<file path="src/rtl/fifo_pkg.sv">
`default_nettype none
// ============================================================================
// Module   : fifo_pkg
// Purpose  : Shared sizing types and build-time constants for the FWFT FIFO.
//            PARITY_W is 1 when FIFO_PARITY_EN is defined and 0 otherwise. It
//            widens each RAM entry by one even-parity bit.
// Ports    : none (package)
// Revision : 1.0  initial release
// ============================================================================
package fifo_pkg;

    // Default geometry, used where a fixed-size count type is convenient.
    localparam int DEFAULT_DEPTH = 32;

    // Occupancy count type. It needs one bit more than the address so that
    // it can represent DEPTH itself.
    typedef logic [$clog2(DEFAULT_DEPTH):0] fifo_cnt_t;

`ifdef FIFO_PARITY_EN
    localparam int PARITY_W = 1;
`else
    localparam int PARITY_W = 0;
`endif

endpackage : fifo_pkg
`default_nettype wire

</file>
<file path="src/rtl/fifo_ram_2p.sv">
`default_nettype none
// ============================================================================
// Module   : fifo_ram_2p
// Purpose  : Simple dual-port RAM. It has one synchronous write port and one
//            read port whose output is registered. The read register updates
//            only when rd_en_i is high, so the word stays put until the next
//            read is issued.
// Ports    : clock      - clock
//            wr_en_i    - write enable
//            wr_addr_i  - write address
//            wr_data_i  - write data
//            rd_en_i    - read enable (loads rd_data_o on the next edge)
//            rd_addr_i  - read address
//            rd_data_o  - registered read data
// Revision : 1.0  initial release
// ============================================================================
module fifo_ram_2p
    import fifo_pkg::*;
#(
    parameter int DATA_W = 32,
    parameter int ADDR_W = 5
) (
    input  logic              clock,
    input  logic              wr_en_i,
    input  logic [ADDR_W-1:0] wr_addr_i,
    input  logic [DATA_W-1:0] wr_data_i,
    input  logic              rd_en_i,
    input  logic [ADDR_W-1:0] rd_addr_i,
    output logic [DATA_W-1:0] rd_data_o
);

    localparam int c_depth = 1 << ADDR_W;

    logic [DATA_W-1:0] mem_q [c_depth];
    logic [DATA_W-1:0] rd_data_q;

    // No reset on the storage. The control logic in the top never presents
    // a word that was not written after the last reset or flush.
    always_ff @(posedge clock) begin
        if (wr_en_i) begin
            mem_q[wr_addr_i] <= wr_data_i;
        end
        if (rd_en_i) begin
            rd_data_q <= mem_q[rd_addr_i];
        end
    end

    assign rd_data_o = rd_data_q;

endmodule : fifo_ram_2p
`default_nettype wire

</file>
<file path="src/rtl/fifo_fwft.sv">
`default_nettype none
// ============================================================================
// Module   : fifo_fwft
// Purpose  : Single-clock first-word-fall-through FIFO. It provides runtime
//            almost-full and almost-empty thresholds, an occupancy count,
//            a synchronous flush, and sticky overflow/underflow flags.
//            With FIFO_PARITY_EN defined, each entry carries an even-parity
//            bit. The bit is checked as the word enters the output register,
//            and a mismatch sets the sticky parity_err flag.
// Ports    : clock      - clock
//            rstn       - asynchronous active-low reset
//            flush      - synchronous clear of contents and sticky flags
//            push       - write request, data_in
//            pop        - consume the head word (honoured only while valid)
//            data_out   - head word, meaningful while valid=1
//            valid      - data_out holds a readable word
//            full/empty - count == DEPTH / count == 0
//            alFull     - count >= af_thresh
//            alEmpty    - count <= ae_thresh
//            count      - entries accepted and not yet popped
//            overflow   - sticky: push while full
//            underflow  - sticky: pop while not valid
//            parity_err - sticky parity mismatch (0 without FIFO_PARITY_EN)
// Revision : 1.0  initial release
// ============================================================================
module fifo_fwft
    import fifo_pkg::*;
#(
    parameter int WIDTH     = 32,
    parameter int DEPTH     = 32,
    parameter int ADDR_BITS = $clog2(DEPTH)
) (
    input  logic                 clock,
    input  logic                 rstn,
    input  logic                 flush,
    input  logic                 push,
    input  logic [WIDTH-1:0]     data_in,
    input  logic                 pop,
    output logic [WIDTH-1:0]     data_out,
    output logic                 valid,
    output logic                 full,
    output logic                 alFull,
    output logic                 empty,
    output logic                 alEmpty,
    input  logic [ADDR_BITS:0]   af_thresh,
    input  logic [ADDR_BITS:0]   ae_thresh,
    output logic [ADDR_BITS:0]   count,
    output logic                 overflow,
    output logic                 underflow,
    output logic                 parity_err
);

    localparam int             CW         = ADDR_BITS + 1;
    localparam int             RAM_W      = WIDTH + PARITY_W;
    localparam logic [CW-1:0]  c_full_cnt = CW'(DEPTH);

    // ------------------------------------------------------------------
    // State
    // ------------------------------------------------------------------
    logic [ADDR_BITS-1:0] wr_ptr_q,   wr_ptr_d;
    logic [ADDR_BITS-1:0] rd_ptr_q,   rd_ptr_d;
    logic [CW-1:0]        count_q,    count_d;
    logic                 s1_vld_q,   s1_vld_d;     // RAM read register holds a word
    logic                 valid_q,    valid_d;      // output register holds a word
    logic [WIDTH-1:0]     data_out_q, data_out_d;
    logic                 full_q,     full_d;
    logic                 empty_q,    empty_d;
    logic                 alfull_q,   alfull_d;
    logic                 alempty_q,  alempty_d;
    logic                 ovf_q,      ovf_d;
    logic                 unf_q,      unf_d;
    logic [CW-1:0]        af_thr_q;
    logic [CW-1:0]        ae_thr_q;

    logic                 w_wr;
    logic                 w_rd;
    logic                 w_s1_move;
    logic                 w_ram_rd;
    logic [CW-1:0]        w_ram_cnt;
    logic [RAM_W-1:0]     w_ram_wdata;
    logic [RAM_W-1:0]     w_ram_rdata;

    // ------------------------------------------------------------------
    // Handshake decode. Flush suppresses every transfer in its cycle.
    // ------------------------------------------------------------------
    assign w_wr = push & ~full_q & ~flush;
    assign w_rd = pop & valid_q & ~flush;

    // Words still sitting in RAM, not yet fetched into either pipeline
    // register.
    assign w_ram_cnt = count_q - CW'(s1_vld_q) - CW'(valid_q);

    // The read register feeds the output register whenever the output is
    // empty or is being consumed this cycle.
    assign w_s1_move = s1_vld_q & (~valid_q | w_rd) & ~flush;

    // A RAM fetch is issued only for words written on an earlier edge, so a
    // read never targets the address being written in the same cycle. The
    // fetch also requires the read register to be free or emptying.
    assign w_ram_rd = (w_ram_cnt != '0) & (~s1_vld_q | w_s1_move) & ~flush;

    // ------------------------------------------------------------------
    // Next-state
    // ------------------------------------------------------------------
    always_comb begin
        wr_ptr_d   = wr_ptr_q;
        rd_ptr_d   = rd_ptr_q;
        count_d    = count_q;
        s1_vld_d   = s1_vld_q;
        valid_d    = valid_q;
        data_out_d = data_out_q;
        ovf_d      = ovf_q;
        unf_d      = unf_q;

        if (flush) begin
            wr_ptr_d   = '0;
            rd_ptr_d   = '0;
            count_d    = '0;
            s1_vld_d   = 1'b0;
            valid_d    = 1'b0;
            data_out_d = '0;
            ovf_d      = 1'b0;
            unf_d      = 1'b0;
        end else begin
            if (w_wr) begin
                wr_ptr_d = wr_ptr_q + ADDR_BITS'(1);
            end
            if (w_ram_rd) begin
                rd_ptr_d = rd_ptr_q + ADDR_BITS'(1);
            end

            if (w_wr && !w_rd) begin
                count_d = count_q + CW'(1);
            end else if (w_rd && !w_wr) begin
                count_d = count_q - CW'(1);
            end

            if (w_ram_rd) begin
                s1_vld_d = 1'b1;
            end else if (w_s1_move) begin
                s1_vld_d = 1'b0;
            end

            if (w_s1_move) begin
                valid_d    = 1'b1;
                data_out_d = w_ram_rdata[WIDTH-1:0];
            end else if (w_rd) begin
                valid_d    = 1'b0;
            end

            if (push && full_q) begin
                ovf_d = 1'b1;
            end
            if (pop && !valid_q) begin
                unf_d = 1'b1;
            end
        end

        // Flags are registered from the next count, so they move on the same
        // edge as count. The thresholds are registered copies: a new threshold
        // shows up on the flags one edge after it is sampled.
        full_d    = (count_d == c_full_cnt);
        empty_d   = (count_d == '0);
        alfull_d  = (count_d >= af_thr_q);
        alempty_d = (count_d <= ae_thr_q);
    end

    // ------------------------------------------------------------------
    // Registers
    // ------------------------------------------------------------------
    always_ff @(posedge clock or negedge rstn) begin
        if (!rstn) begin
            wr_ptr_q   <= '0;
            rd_ptr_q   <= '0;
            count_q    <= '0;
            s1_vld_q   <= 1'b0;
            valid_q    <= 1'b0;
            data_out_q <= '0;
            full_q     <= 1'b0;
            empty_q    <= 1'b1;
            alfull_q   <= 1'b0;
            alempty_q  <= 1'b1;
            ovf_q      <= 1'b0;
            unf_q      <= 1'b0;
            // Reset values keep alFull low and alEmpty high on the first edge
            // out of reset, before the real thresholds have been sampled.
            af_thr_q   <= c_full_cnt;
            ae_thr_q   <= '0;
        end else begin
            wr_ptr_q   <= wr_ptr_d;
            rd_ptr_q   <= rd_ptr_d;
            count_q    <= count_d;
            s1_vld_q   <= s1_vld_d;
            valid_q    <= valid_d;
            data_out_q <= data_out_d;
            full_q     <= full_d;
            empty_q    <= empty_d;
            alfull_q   <= alfull_d;
            alempty_q  <= alempty_d;
            ovf_q      <= ovf_d;
            unf_q      <= unf_d;
            af_thr_q   <= af_thresh;
            ae_thr_q   <= ae_thresh;
        end
    end

    // ------------------------------------------------------------------
    // Optional parity
    // ------------------------------------------------------------------
`ifdef FIFO_PARITY_EN
    logic parity_err_q;
    logic parity_err_d;

    assign w_ram_wdata = {^data_in, data_in};

    // Even parity over data plus stored bit: any odd XOR means corruption.
    always_comb begin
        parity_err_d = parity_err_q;
        if (flush) begin
            parity_err_d = 1'b0;
        end else if (w_s1_move && (^w_ram_rdata)) begin
            parity_err_d = 1'b1;
        end
    end

    always_ff @(posedge clock or negedge rstn) begin
        if (!rstn) begin
            parity_err_q <= 1'b0;
        end else begin
            parity_err_q <= parity_err_d;
        end
    end

    assign parity_err = parity_err_q;
`else
    assign w_ram_wdata = data_in;
    assign parity_err  = 1'b0;
`endif

    // ------------------------------------------------------------------
    // Storage
    // ------------------------------------------------------------------
    fifo_ram_2p #(
        .DATA_W (RAM_W),
        .ADDR_W (ADDR_BITS)
    ) u_ram (
        .clock     (clock),
        .wr_en_i   (w_wr),
        .wr_addr_i (wr_ptr_q),
        .wr_data_i (w_ram_wdata),
        .rd_en_i   (w_ram_rd),
        .rd_addr_i (rd_ptr_q),
        .rd_data_o (w_ram_rdata)
    );

    // ------------------------------------------------------------------
    // Outputs
    // ------------------------------------------------------------------
    assign data_out  = data_out_q;
    assign valid     = valid_q;
    assign full      = full_q;
    assign empty     = empty_q;
    assign alFull    = alfull_q;
    assign alEmpty   = alempty_q;
    assign count     = count_q;
    assign overflow  = ovf_q;
    assign underflow = unf_q;

endmodule : fifo_fwft
`default_nettype wire

</file>
<file path="config.mk">
export PLATFORM = sky130hd
export DESIGN_NAME = fifo_fwft
export DESIGN_NICKNAME = d
export VERILOG_FILES = /design/src/rtl/fifo_pkg.sv /design/src/rtl/fifo_ram_2p.sv /design/src/rtl/fifo_fwft.sv
export SDC_FILE = /design/constraint.sdc
export NUM_CORES = 1
export LEC_CHECK = 0
export ABC_CLOCK_PERIOD_IN_PS = 5400
export CORE_UTILIZATION = 62
export CTS_CLUSTER_DIAMETER = 120
export CTS_CLUSTER_SIZE = 40
export DETAILED_ROUTE_END_ITERATION = 10
export GPL_ROUTABILITY_DRIVEN = 1
export PLACE_DENSITY = 0.83
export SYNTH_ARGS = -nofsm -noshare
export SYNTH_HDL_FRONTEND = slang
export SYNTH_SLANG_ARGS = --single-unit
</file>
<file path="constraint.sdc">
create_clock -name clock -period 5.4 [get_ports clock]
set_input_delay 1.08 -clock clock [delete_from_list [all_inputs] [get_ports clock]]
set_output_delay 1.08 -clock clock [all_outputs]
set_load 0.05 [all_outputs]
</file>
Yosys cells after proc, flatten, opt, wreduce, memory -nomap -nowiden
Memories as Yosys holds them, arrays and structs flattened. A register that Yosys moved wholly into a read port is not among the register bits.
Index checks and enable logic that the tools add are counted.
- register bits: 68
- RAM bits: 1024
- input port bits: 49
- output and inout bits: 46
- word-level logic and storage cells: 75
- memories: 1
- memories (name ; words ; bits a word ; rd ports ; clocked after Yosys merged registers in ; wr ports ; line ; text):
    u_ram.mem_q ; 32 ; 32 ; 1 ; 1 ; 1 ; fifo_ram_2p.sv:34 ; logic [DATA_W-1:0] mem_q [c_depth];
- add/sub/neg operators: 6
- order comparisons: 2
- equality and inequality tests: 1
- multiplexer cells: 21
- bitwise logic cells: 14
- reduce and logical (&&, ||, !) cells: 16
- operator list (operator ; count):
    $mux 32 ; 2
    $mux 5 ; 4
    $mux 6 ; 3
    $mux 1 ; 12
    $sub 6x1->6 ; 2
    $add 5x1->5 const B ; 2
    $reduce_bool 2->1 ; 5
    $and 1x1->1 ; 8
    $add 6x1->6 const B ; 1
    $eq 6x6->1 const B ; 1
    $ge 6x6->1 ; 1
    $le 6x6->1 ; 1
    $logic_not 6->1 ; 1
    $reduce_bool 3->1 ; 2
    $reduce_bool 6->1 ; 1
    $sub 6x1->6 const B ; 1
    $logic_and 1x1->1 ; 4
    $not 1->1 ; 4
    $logic_not 1->1 ; 3
    $or 1x1->1 ; 2

Longest topological paths before layout
Gate-level depths: netlist of the first run.
- depth in word-level cells: 10
- mapped depth: 13

Cells and area by module
From an unflattened synthesis of the first run, not the netlist that was laid out.
- cells, all modules: 2518
- area, all modules: 43818.3 sq um
- modules (own cells, without submodules) (module ; instances ; cells an instance ; area an instance (sq um) ; seq. area each (sq um)):
    fifo_ram_2p ; 1 ; 2260 ; 40805.4 ; 31710.4
    fifo_fwft ; 1 ; 258 ; 3012.9 ; 1705.4

Least setup slack after synthesis of the first run
OpenSTA, ideal clock, no wires.
- path type: flip-flop to flip-flop
- from: reg count_q[0] (netlist: count[0])
- to: reg u_ram.rd_data_q[0] (netlist: u_ram.rd_data_o[0]), read port of u_ram.mem_q, enable pin
- library setup time: 0.423 ns
- arrival time: 3.884 ns
- data required time: 4.977 ns
- path slack: 1.093 ns
- cell stages (with the launch flop): 12
- period minus slack after synthesis: 4.307 ns
- cell sequence: dfrtp_1 -> inv_1 -> fa_1 -> inv_1 -> ha_1 -> nor2_1 -> ha_1 -> nor3b_1 -> xnor2_1 -> nand3_1 -> o21ai_0 -> nor2_1
- longest elaborated chain between the ends: 5
- ends and longest elaborated chain (what ; line ; text):
    from (decl) ; fifo_fwft.sv:62 ; logic [CW-1:0] count_q, count_d;
    from (signal assigned) ; fifo_fwft.sv:192 ; count_q <= count_d;
    $sub 6x1->6 (2 in series) ; fifo_fwft.sv:91 ; assign w_ram_cnt = count_q - CW'(s1_vld_q) - CW'(valid_q);
    $reduce_bool 6->1 ; fifo_fwft.sv:100 ; assign w_ram_rd = (w_ram_cnt != '0) & (~s1_vld_q | w_s1_move) & ~flush;
    $and 1x1->1 (2 in series) ; fifo_fwft.sv:100 ;
    to (decl) ; fifo_ram_2p.sv:35 ; logic [DATA_W-1:0] rd_data_q;
Every way passes these cells.
A chain may end at the register's enable or synchronous reset.

Final worst setup path of the first run
- from: in push
- to: reg alfull_q (netlist: alFull)
- longest elaborated chain between the ends: 8
- ends and longest elaborated chain (what ; line ; text):
    from (decl) ; fifo_fwft.sv:36 ; input logic push,
    $and 1x1->1 * (2 in series) ; fifo_fwft.sv:86 ; assign w_wr = push & ~full_q & ~flush;
    $logic_not 1->1 ; fifo_fwft.sv:134 ; end else if (w_rd && !w_wr) begin
    $logic_and 1x1->1 ; fifo_fwft.sv:134 ;
    $mux 6 ; fifo_fwft.sv:134 ;
    $mux 6 * ; fifo_fwft.sv:132 ; if (w_wr && !w_rd) begin
    $mux 6 * ; fifo_fwft.sv:115 ; if (flush) begin
    $ge 6x6->1 * ; fifo_fwft.sv:164 ; alfull_d = (count_d >= af_thr_q);
    via alfull_d ; fifo_fwft.sv:68 ; logic alfull_q, alfull_d;
    to (signal assigned) ; fifo_fwft.sv:198 ; alfull_q <= alfull_d;
    to (decl) ; fifo_fwft.sv:68 ;
The timed path passes the listed nets; every way through them passes the cells marked *.

==> results.md, run 1 <==
* Worst Slack Setup Final at 1844 ps
* H-tree depth at 2
* Commonest non-fill, non-tap cell in the layout: edfxtp_1
* Max-Cap Viols at 0
* Critical path type: in2reg
* Worst reg2reg path depth at 5
* Initial DRC Count at 3,286
* R2R setup slack at 1880 ps
* Worst Tran Pin Value at 1387 ps
* Final Hold Viols at 0
* Fill cells at 4,149
* P&R area growth vs syn at 7.922%
* Outcome: finished clean
* Cell Pwr Density at 377.5 nW/um^2
* Most frequent cells in the layout: 1,056 x edfxtp_1, 320 x mux2i_1, 128 x mux4_2, 92 x clkdlybuf4s50_1, 88 x a22o_1
* Vias in the first global route at between 20,000 and 25,000
* Clock buffer depth at 3
* FF+latch count, synth at 1,124
* Initial antenna violation count at 1
* Clock root cell: clkbuf_16
* Die Wd at 266.4 um
* Drt drc at 0
* Worst slack at placement at 1245 ps
* Crit-path slowest cell: clkdlybuf4s50_1
* Share of cells above drive strength 1 at 0.1299
* Mapped Cells at 2,188
* Final period utilization at 0.6584
* Fmax at 281.3 MHz
* Area post-placement at 45,790 um^2
* Fin cells at between 3,000 and 4,000
* Fin util at 0.6786
* Core area at between 60,000 and 70,000 um^2
* Post-CTS sizing at 0
* Max-slew violations at 0
* ANT nets after route at 0
* Post-CTS Setup Repair Bufs at 0
* Post-route setup TNS at 0 ps
* IO Count at 95
* Post-CTS Hold Buffers at 0
* TritonCTS clock tree: done
* Avg Vias per Cell at 6.777
* Die Span Y at around 270 um
* R2R Path Start: rd_ptr_q[2]
* Post-route cell area at 46,790 um^2
* CP Capture Type: flip-flop
* Cells along the critical path: clkdlybuf4s50_1, nor2b_1, nand2_1, nand2_1, nor2_1, or3b_2, ha_1, nand2b_1, a21o_1, a21oi_1, nor2b_1, o21ai_0, a21oi_1
* Gr ovfl total at 0
* Synth Cell Area at 43,350 um^2
* Worst skew pair latency at 630 ps
* Post-placement cell count at 3,163
* Total iterations of the first detailed-routing run at 7
* Die area at 70,990 um^2
* CP arrival at about 4000 ps
* Clock slew at reported path FFs at around 130 ps
* First-pass GRT wire length at about 140 mm
* Syn. warnings at 0
* Tmin final at roughly 3600 ps
* GRT Overall Usage at 0.2773
* Hold Slack at 490.4 ps
* GPL Wtd Cong at 0.8752
* DP Wirelength at 58.63 mm
* CP required at 5900 ps
* Clock Sinks at between 1,000 and 1,500
* Final Skew at 30.20 ps
* Worst R2R End: u_ram.rd_data_o[30]
* Initial core utilization at 0.6288
* Setup violators final at 0
* Largest fanout on the critical path at 8
* Crit path to: alFull
* Relative slew slack at 0.07244
* RSZ-0062 raised after global routing: no
* Seq/Total Area, Yosys at 0.7708
* CTS buffer count at 34
* Hold Crit Class: reg2reg
* Largest net degree at the start of global routing at 92
* Max incr delay on CP at 520 ps
* CP Launch Point: push
* CP Launch Type: primary input
* Vias at 21,823
* Count of nets after finishing at between 2,000 and 2,500
* Wirelength per Cell at 30.31 um
* Syn Nets at 2,260
* Worst ir drop on vdd at approximately 0.00028 V
* Post-Route WL at a little under 100 mm
* PortBufs at 93
* Num rows at 96
* Post-synth cell types at 47
* Overall power at 17.66 mW
* Syn avg cell area at approximately 20 um^2
* Cell leakage power at 14.31 nW
-- cell families (layout without fill, tap and decap cells) --
group                      Yosys count  in the layout  share of synthesized area
muxes                              448            448                     0.1404
and+or+nand+nor                    183            183                    0.02020
AOI/OAI and AO/OA                  253            253                    0.04369
adders and majority gates           23             23                   0.006811
xor gates and xnor gates            16             16                   0.003232
other                                1              3                 0.00008650
DFF                               1124           1124                     0.7708
buffers and inverters              140            239                    0.01483
-- state kept, by name, indices dropped and copies added, names as in the netlist, 5 cells and up --
signal and count:
ae_thr_q 6, af_thr_q 6, count 6, data_out 32, rd_ptr_q 5, u_ram.mem_q 1024
u_ram.rd_data_o 32, wr_ptr_q 5
-- power breakdown --
group	leakage, nW	internal, mW	switching (mW)	total (mW)
combinational	3.43	1.58	2.35	3.93
sequential	10.4	9.83	0.280	10.1
clock	0.479	1.26	2.36	3.62
-- how the worst min path moves through the flow --
stage	from	to	slack [ps]	cells after the start
floorplan	u_ram.rd_data_o[0]	data_out[0]	450	1
global placement	u_ram.rd_data_o[22]	data_out[22]	450	1
detailed placement	u_ram.rd_data_o[26]	data_out[26]	460	1
CTS	u_ram.rd_data_o[23]	data_out[23]	480	1
global route	u_ram.rd_data_o[22]	data_out[22]	510	1
finish	u_ram.rd_data_o[26]	data_out[26]	490	1
-- synth_stat cells (all sizes together) --
master  count  area [um^2]
a211oi      2        15.01
a21o        4        30.03
a21oi      46        230.2
a22o       88        770.7
a22oi      41        307.8
a31o        1        8.760
a31oi      32        200.2
a32oi       1        16.27
and2        2        12.51
and3        5        31.28
and4bb      1        12.51
buf        79        414.1
clkbuf     42        157.7
conb        1        3.750
dfrtp      65         1627
dfstp       3        78.83
edfxtp   1056        31710
fa          1        20.02
ha         22        275.3
inv        19        71.32
mux2i     320         3203
mux4      128         2883
nand2      52        195.2
nand2b      5        31.28
nand3       7        35.03
nand3b      4        30.03
nand4       5        31.28
nor2       60        232.7
nor2b       4        25.02
nor3       29        145.1
nor3b       1        7.510
nor4b       3        47.54
o21ai       4        20.02
o221ai     32        280.3
o22ai       1        6.260
o32ai       1        8.760
or2         1        6.260
or3         1        6.260
or3b        3        26.28
xnor2       6        52.55
xor2       10        87.58
-- metal layers --
| layer | up-vias | global-route usage | share of wire |
|---|---|---|---|
| li1 | 9000 | - | - |
| met1 | 11229 | 0.4025 | 0.38 |
| met2 | 1458 | 0.4428 | 0.48 |
| met3 | 136 | 0.04668 | 0.11 |
| met4 | 0 | 0.07564 | 0.028 |
| met5 | - | 0 | 0 |
-- critical path: cells and delay by family --
family	cells	cell delay (ps)
and+or+nand+nor	7	1590
AOI/OAI and AO/OA	4	560
adders and majority gates	1	300
buffers and inverters	1	520
-- layout make-up --
cell class / count / area [um^2] / area share
antenna: 2 / 5.005 / 0.0001070
tap: 931 / 1165 / 0.02490
sequential: 1124 / 33430 / 0.7144
timing repair buffer: 165 / 1544 / 0.03300
clock buffer: 51 / 939.7 / 0.02008
inverter: 19 / 71.32 / 0.001524
clock inverter: 4 / 53.80 / 0.001150
multi-input combinational: 924 / 9583 / 0.2048
No activity file was read; power rests on OpenSTA's default activity.
==> run 2: changes to the inputs <==
- ABC_CLOCK_PERIOD_IN_PS: 5400 -> 2950
- CORE_UTILIZATION: 62 -> 56
- PLACE_DENSITY: 0.83 -> 0.79
- clock period: 5.4 -> 2.95 ns (I/O delays scaled with it)
==> run 2 against run 1 <==
- the flow now finishes with violations (setup timing)
- clock skew grew 12 ps
- critical path type is now reg2reg
- power rose by 88%
- cell area grew 4.0%
- clock power grew 95%
- highest routed layer is now met5
- sequential power grew 82%
- wire length grew 1.9%
- via count increased by 1.3%
==> results.md, run 2 (synthesis results as in run 1) <==
* Cell-internal power at 24.01 mW
* CP Capture Type: flip-flop
* Worst Slack Setup Final at -7.947 ps
* CP Buf/Inv Count at 4
* Overall power at 33.22 mW
* Max incr delay on CP at 610 ps
* Sequential share of power at 0.553
* Sw Pwr at 9.210 mW
* Most frequent cells in the layout: 1,056 x edfxtp_1, 320 x mux2i_1, 128 x mux4_2, 111 x buf_4, 92 x clkdlybuf4s50_1
* Clock Sinks at 1,124
* DP Wirelength at 57.07 mm
* Reg area at 33,430 um^2
* Initial antenna violation count at 1
* Avg Vias per Cell at 6.450
* H-tree depth at 2
* Max-Cap Viols at 0
* Largest register FFs at 1,024
* Gr ovfl total at 0
* Post-Route WL at 99.49 mm
* GRT Overall Usage at 0.2530
* Total iterations of the first detailed-routing run at 6
* Wirelength per Cell at just under 30 um
* Cells along the critical path: inv_4, fa_2, inv_2, ha_4, nor2_2, ha_2, xor2_1, nor4b_2, nand3_2, o21ai_4, nor2_4, buf_6, clkbuf_16
* Relative slew slack at 0.3015
* Biggest register: u_ram.mem_q
* Initial DRC Count at 2,683
* CP Launch Type: flip-flop
* Count of nets after finishing at about 2,400
* Post-placement cell count at 3,351
* PortBufs at 93
* IO Count at 95
* Clock root cell: clkbuf_16
* Failing checks: setup timing
* Vias at between 20,000 and 25,000
* Outcome: finished, violations left
* TritonCTS clock tree: done
* Hold Crit Class: in2reg
* Tmin final at 2958 ps
* Combinational share of power at 0.234
* Final Skew at 42.19 ps
* RSZ-0062 raised after global routing: yes
* Core area at 76,330 um^2
* Antenna cells at 0
* Fin util at 0.6373
* Cell Pwr Density at 682.9 nW/um^2
* Switching Fraction at 0.2772
* Clk pwr share at 0.212
* Cell leakage power at about 15 nW
* Crit-path slowest cell: fa_2
* Die Wd at 280.2 um
* Final period utilization at 1.003
* Die Span Y at approximately 280 um
* Share of cells above drive strength 1 at 0.1730
* CP required at 3340 ps
* Fin cells at roughly 3,400
* CP arrival at 3340 ps
* Fill cells at roughly 5,000
* Drt drc at 0
* Cell family with most CP delay: adder cells
* ANT nets after route at 0
* Worst skew pair latency at between 600 and 700 ps
* GPL Wtd Cong at between 0.8 and 0.9
* Largest net degree at the start of global routing at between 70 and 80
* P&R area growth vs syn at 12.19%
* First-pass GRT wire length at 144.6 mm
* Largest fanout on the critical path at 8
* Num rows at 101
* Commonest non-fill, non-tap cell in the layout: edfxtp_1
* Post-route setup TNS at -23.58 ps
* Clock slew at reported path FFs at 140 ps
* Clock buffer depth at 3
* Critical path type: reg2reg
* Max-slew violations at 0
* Worst Tran Pin Value at ~1000 ps
* Final Hold Viols at 0
* Setup violators final at 5
* Initial core utilization at 0.5680
* Multi-input gate area at 9662 um^2
* Die area at a little under 80,000 um^2
* Fmax at 338.1 MHz
* Worst ir drop on vdd at 0.0006166 V
* Vias in the first global route at 22,109
* CTS buffer count at 35
-- run 2: changes by cell type in the layout (fill, tap and decap cells not counted), sizes merged --
cell and delta:
inv -1, buf +101, diode -2, dlygate4sd3 +1, clkbuf +10, bufinv +1
-- run 2: layout make-up --
type | count | area share
timing repair buffer | 269 | 0.06287
inverter | 19 | 0.001518
multi-input combinational | 924 | 0.1986
tap | 1030 | 0.02650
clock buffer | 59 | 0.02117
clock inverter | 4 | 0.002032
sequential | 1124 | 0.6873
-- run 2: worst paths after layout --
check | from | endpoint | slack (ps) | depth (start not counted)
setup / recovery | count[0] | u_ram.rd_data_o[17] | -8 | 13
hold / removal | af_thresh[5] | af_thr_q[5] | 380 | 1
setup reg to reg | count[0] | u_ram.rd_data_o[17] | -8 | 13
hold reg to reg | u_ram.rd_data_o[23] | data_out[23] | 490 | 1
max in group asynchronous | rstn | data_out[8] | 1690 | 3
min in group asynchronous | rstn | ae_thr_q[2] | 550 | 2
-- run 2: per-layer routing --
metal	global-route usage	share of wire	vias up	wire length (um)
met5	0	0.00010	-	10
met4	0.06361	0.023	2	2264
met3	0.03805	0.093	156	9228
met2	0.4174	0.49	1244	49140
met1	0.3576	0.39	11499	38840
li1	-	-	9216	-
-- run 2: through the flow --
| step | hold slack, ps | setup slack [ps] | instance area, um^2 |
|---|---|---|---|
| 3_3_place_gp | 454.5 | -312.9 | 47270 |
| 6_report | 381.0 | -7.947 | 48640 |
| 3_5_place_dp | 465.4 | -285.3 | 47270 |
| 2_1_floorplan | 294.4 | -82.28 | 43380 |
| 4_1_cts | 354.0 | 70.53 | 48410 |
| 5_1_grt | 368.8 | -119.9 | 48640 |
-- run 2: what timing repair did --
action                                  CTS  global route
hold buffers                              1             0
resized for setup                         0            16
endpoints found under the hold margin    37             0
endpoints found under the setup margin    0            36
setup buffers                             0            11
-- run 2: power by group through the flow --
stage | combinational, mW | sequential [mW] | clock (mW)
3_3_place_gp | 7.20 | 18.7 | 0
6_report | 7.79 | 18.4 | 7.05
5_1_grt | 8.23 | 18.4 | 7.57
4_1_cts | 7.42 | 18.4 | 7.10
3_5_place_dp | 7.37 | 18.7 | 0
2_1_floorplan | 4.37 | 19.1 | 0
==> run 3: changes to the inputs <==
- HOLD_SLACK_MARGIN: not set -> 0.02
- SLEW_MARGIN: not set -> 20
==> results of run 3 <==
Final layout, timing and power as in run 2 (identical DEF).
